--- config.mk ---
export PLATFORM = sky130hd
export DESIGN_NAME = pc_unit
export DESIGN_NICKNAME = d
export VERILOG_FILES = /design/src/rtl/pc_unit.sv
export SDC_FILE = /design/constraint.sdc
export NUM_CORES = 1
export LEC_CHECK = 0
export CORE_ASPECT_RATIO = 1.2
export CORE_MARGIN = 2
export CORE_UTILIZATION = 50
export DETAILED_ROUTE_END_ITERATION = 10
export PLACE_DENSITY = 0.83
export SYNTH_ARGS = -nofsm -noshare
export SYNTH_HDL_FRONTEND = slang
export SYNTH_SLANG_ARGS = --single-unit
--- constraint.sdc ---
create_clock -name i_clk -period 7.7 [get_ports i_clk]
set_clock_uncertainty 0.05 [all_clocks]
set_input_delay 1.54 -clock i_clk [delete_from_list [all_inputs] [get_ports i_clk]]
set_output_delay 1.54 -clock i_clk [all_outputs]
set_load 0.01 [all_outputs]
--- src/rtl/pc_unit.sv ---
// Registered program counter with stall, exception entry/return and
// jr alignment-fault detection.
module pc_unit #(
  parameter int unsigned WIDTH     = 32,
  parameter logic [31:0] RESET_VEC = 32'h0000_3000,
  parameter logic [31:0] EXC_VEC   = 32'h0000_4180
) (
  input  logic             i_clk,
  input  logic             i_rst_n,
  input  logic             i_stall,
  input  logic [2:0]       i_npc_sel,
  input  logic             i_cond,
  input  logic [25:0]      i_imm,
  input  logic [WIDTH-1:0] i_target,
  input  logic             i_exc_req,
  input  logic             i_eret,
  output logic [WIDTH-1:0] o_pc,
  output logic [WIDTH-1:0] o_pcp4,
  output logic [WIDTH-1:0] o_epc,
  output logic             o_exl,
  output logic             o_fault
);

  localparam logic [WIDTH-1:0] ResetVec = WIDTH'(RESET_VEC);
  localparam logic [WIDTH-1:0] ExcVec   = WIDTH'(EXC_VEC);

  localparam logic [2:0] SelSeq    = 3'b000;
  localparam logic [2:0] SelBranch = 3'b001;
  localparam logic [2:0] SelJump   = 3'b010;
  localparam logic [2:0] SelJr     = 3'b100;

  logic [WIDTH-1:0] r_pc, r_epc;
  logic             r_exl, r_fault;
  logic [WIDTH-1:0] w_pc_d, w_epc_d;
  logic             w_exl_d, w_fault_d;

  logic [WIDTH-1:0] w_pcp4;
  logic [WIDTH-1:0] w_br_off;
  logic [WIDTH-1:0] w_nxt;
  logic             w_jr_mis;

  assign w_pcp4   = r_pc + WIDTH'(4);
  // Sign-extended word offset from the low 16 immediate bits.
  assign w_br_off = {{(WIDTH-18){i_imm[15]}}, i_imm[15:0], 2'b00};
  assign w_jr_mis = (i_npc_sel == SelJr) && (i_target[1:0] != 2'b00);

  // Candidate next PC from the selected mode; unknown codes fall back to sequential.
  always_comb begin
    w_nxt = w_pcp4;
    case (i_npc_sel)
      SelSeq:    w_nxt = w_pcp4;
      SelBranch: w_nxt = i_cond ? (w_pcp4 + w_br_off) : w_pcp4;
      SelJump:   w_nxt = {w_pcp4[WIDTH-1:28], i_imm, 2'b00};
      SelJr:     w_nxt = i_target;
      default:   w_nxt = w_pcp4;
    endcase
  end

  // Prioritised next-state: exception, jr fault, eret, advance, hold.
  always_comb begin
    w_pc_d    = r_pc;
    w_epc_d   = r_epc;
    w_exl_d   = r_exl;
    w_fault_d = 1'b0;
    if (i_exc_req && !r_exl) begin
      // Taken even under stall; a masked request is not remembered.
      w_epc_d = r_pc;
      w_exl_d = 1'b1;
      w_pc_d  = ExcVec;
    end else if (w_jr_mis && !i_stall) begin
      w_pc_d    = ExcVec;
      w_fault_d = 1'b1;
      if (!r_exl) begin
        w_epc_d = r_pc;
        w_exl_d = 1'b1;
      end
    end else if (i_eret && r_exl && !i_stall) begin
      w_pc_d  = r_epc;
      w_exl_d = 1'b0;
    end else if (!i_stall) begin
      w_pc_d = w_nxt;
    end
  end

  // State registers with asynchronous active-low reset.
  always_ff @(posedge i_clk or negedge i_rst_n) begin
    if (!i_rst_n) begin
      r_pc    <= ResetVec;
      r_epc   <= '0;
      r_exl   <= 1'b0;
      r_fault <= 1'b0;
    end else begin
      r_pc    <= w_pc_d;
      r_epc   <= w_epc_d;
      r_exl   <= w_exl_d;
      r_fault <= w_fault_d;
    end
  end

  assign o_pc    = r_pc;
  assign o_pcp4  = w_pcp4;
  assign o_epc   = r_epc;
  assign o_exl   = r_exl;
  assign o_fault = r_fault;

endmodule
==> flow_metrics.py <==
metrics = {
    "timing": {
        "finalHoldViolations": 0,
        "slew_headroom": 0.1553,
        "clock.fmax_mhz": 209.0,
        "post-route-period-util": 0.6214,
        "setup_viol": 0,
        "hold_slack_ns": 0.4850,
        "slew_violations": 0,
        "rsz0062_at_grt": "false",
        "min_period_ns": 4.785,
        "fin_tns_setup_ns": 0,
        "tightest_slew_ns": 1.264,
    },
    "final_layout": {
        "n_antenna_cell": 0,
        "drive_gt1_frac": 0.1021,
        "finalNetCount": 951,
        "final_util": 0.6942,
        "area_growth_pct": 35.63,
    },
    "floorplan": {
        "boundaryPins": 165,
        "start_util": 0.5118,
        "rows": 43,
        "die_x_um": 103.3,
        "core_um2": 11570,
        "dieArea_um2": 12730,
        "die_y_um": 123.2,
    },
    "worst_setup_path": {
        "r2r_start": "o_pc[2]",
        "worstPathMaxFanout": 8,
        "path_class": "flip-flop to output port",
        "path_delay_family": "simple AND/OR/NAND/NOR gates",
        "r2r_slack_ns": 3.73,
        "crit_buf_inv": 1,
        "arrival_ns": 3.19,
        "critPathSlowestCell": "clkdlybuf4s50_1",
        "end_kind": "output port",
        "cp.required_ns": 6.11,
        "critPathLaunchType": "flip-flop",
        "worst-r2r-cell-count": 13,
        "r2r_end": "o_pc[29]",
        "slowest_delay_ns": 0.60,
        "cp_cell_sequence": "ha_1 > and3_4 > and2_4 > and4_1 > and3_1 > xor2_1 > clkdlybuf4s50_1",
    },
    "detailed_routing": {
        "routed.top_layer": "met4",
        "wl_um": 22500,
        "wl_met3_um": 1975,
        "wire_per_inst_um": 22.30,
        "ant_nets": 0,
        "vias": 6586,
        "drtIter0Drc": 729,
        "wl_met2_um": 10840,
        "wl_met1_um": 8866,
        "drc_errors": 0,
        "vias_per_cell": 6.527,
        "first_pass_iters": 5,
    },
    "clock_tree": {
        "cts_tree": "done",
        "h-tree-depth": 3,
        "ctsResizeCount": 0,
        "clk_path_buf_depth": 2,
        "cts.clk_slew.worst_paths_ns": 0.06,
        "holdBufCountCts": 0,
        "cts_sinks": 66,
        "clkLatencyLatePin_ns": 0.34,
        "cts_inserted_buffers": 9,
        "post_cts_buffers": 0,
        "clockRootBuffer": "clkbuf_16",
    },
    "logic_synthesis": {
        "synth_flop_cell": "dfrtp_1",
        "post-synth-top-area-cell": "dfrtp_1",
        "yosysTopAreaCellShare": 0.2705,
        "synth.net_count": 803,
        "syn_area_um2": 5921,
        "synthCells": 699,
        "yosysMostFrequentCell": "dfrtp_1",
        "synth_warnings": 0,
        "synth-edff-count": 0,
        "yosys-top-cells-area": "dfrtp_1, ha_1, mux2_2",
        "yosysSeqAreaShare": 0.2794,
        "synth_cell_types": 74,
        "ys_ff_latch": 66,
        "synthArstFlopShare": 1.000,
        "synthTopCellsByCount": "dfrtp_1, o21ai_0, a21oi_1, nand2_1, nor2_1",
        "syn_avg_cell_area_um2": 8.470,
    },
    "global_routing": {
        "grt_max_degree": 67,
        "grtUsageTotal": 0.3588,
        "antenna_found_initial": 0,
        "grt_pass1_vias": 6583,
        "grt_pass1_wl_um": 34780,
        "grt_overflow": 0,
    },
    "job": {
        "maxCapViolations": 0,
    },
    "place": {
        "io_buffers": 164,
        "globalplace.congestion": 0.9982,
        "hpwl_um": 16230,
    },
    "hold_path": {
        "min_to": "o_epc[13]",
        "hp-class": "flip-flop to flip-flop",
        "hold_start": "o_epc[13]",
        "holdPathStages": 1,
    },
    "pwr": {
        "ir_worst_vdd_mv": 0.1580,
        "p_leak_nw": 3.427,
        "power_density_nw_per_um2": 253.0,
    },
    "outcome": {
        "outcome": "finished clean",
    },
}
==> routing by layer <==
metal	GRT usage	vias to the layer above
met3	0.06727	81
met5	0	-
met1	0.4611	3191
met4	0.1604	0
met2	0.5832	381
li1	-	2933
==> logic make-up after synthesis <==
| logic type | Yosys count | synth area share |
|---|---|---|
| muxes | 41 | 0.07713 |
| xor gates and xnor gates | 48 | 0.07101 |
| buffers and inverters | 50 | 0.03529 |
| adders and majority gates | 37 | 0.07946 |
| and+or+nand+nor | 221 | 0.1923 |
| DFF | 66 | 0.2794 |
| AOI/OAI and AO/OA | 236 | 0.2654 |
==> area by class of cell <==
type	instances	area (um2)
Clock buffer	9	225.2
Clock inverter	7	123.9
Fill cell	923	3537
Inverter	14	52.55
Multi-Input combinational cell	583	4074
Sequential cell	66	1654
Tap cell	157	196.4
Timing Repair Buffer	173	1704
==> worst max-delay path by stage <==
stage | cells past startpoint | end | start
final | 7 | o_pcp4[30] | o_pc[2]
after global placement | 10 | o_pc[30] | i_imm[15]
after global routing | 7 | o_pcp4[30] | o_pc[2]
after detailed placement | 10 | o_pc[30] | i_imm[15]
after floorplan | 10 | o_pc[30] | i_imm[14]
after CTS | 7 | o_pcp4[30] | o_pc[2]
==> state kept, by name, indices dropped and copies added (netlist names) <==
register and cells:
o_epc 32, o_exl 1, o_fault 1, o_pc 32
==> power breakdown <==
group	internal (mW)	leakage [nW]	switching [mW]
Combinational	0.487	2.41	0.488
Sequential	0.435	0.850	0.123
Clock	0.319	0.167	0.179
==> per-stage QoR <==
stage               setup slack (ns)  instance area (um2)  total power, mW  std cells
finish                         2.915                 8030            2.032       1009
global route                   2.793                 8030            2.134       1009
CTS                            2.931                 8030            2.019       1009
detailed placement             2.809                 7681            1.518        993
global placement               2.908                 7681            1.503        993
floorplan                      4.118                 5921            1.061        699
==> placed cells by master, fill, tap and decap left out, types with 6 or more instances in the layout <==
cell and instances:
a21o_1 18, a21oi_1 56, a221o_1 8, a221oi_1 23, a22oi_1 6, and3_1 15
buf_4 9, clkbuf_16 9, clkdlybuf4s50_1 163, dfrtp_1 64, ha_1 36, inv_1 14
mux2_2 33, mux2i_1 7, nand2_1 55, nand3_1 23, nand4_1 6, nor2_1 53
nor3_1 16, nor3b_1 7, o211ai_1 6, o21ai_0 61, xnor2_1 24, xor2_1 24
No activity file was read; power rests on OpenSTA's default activity.
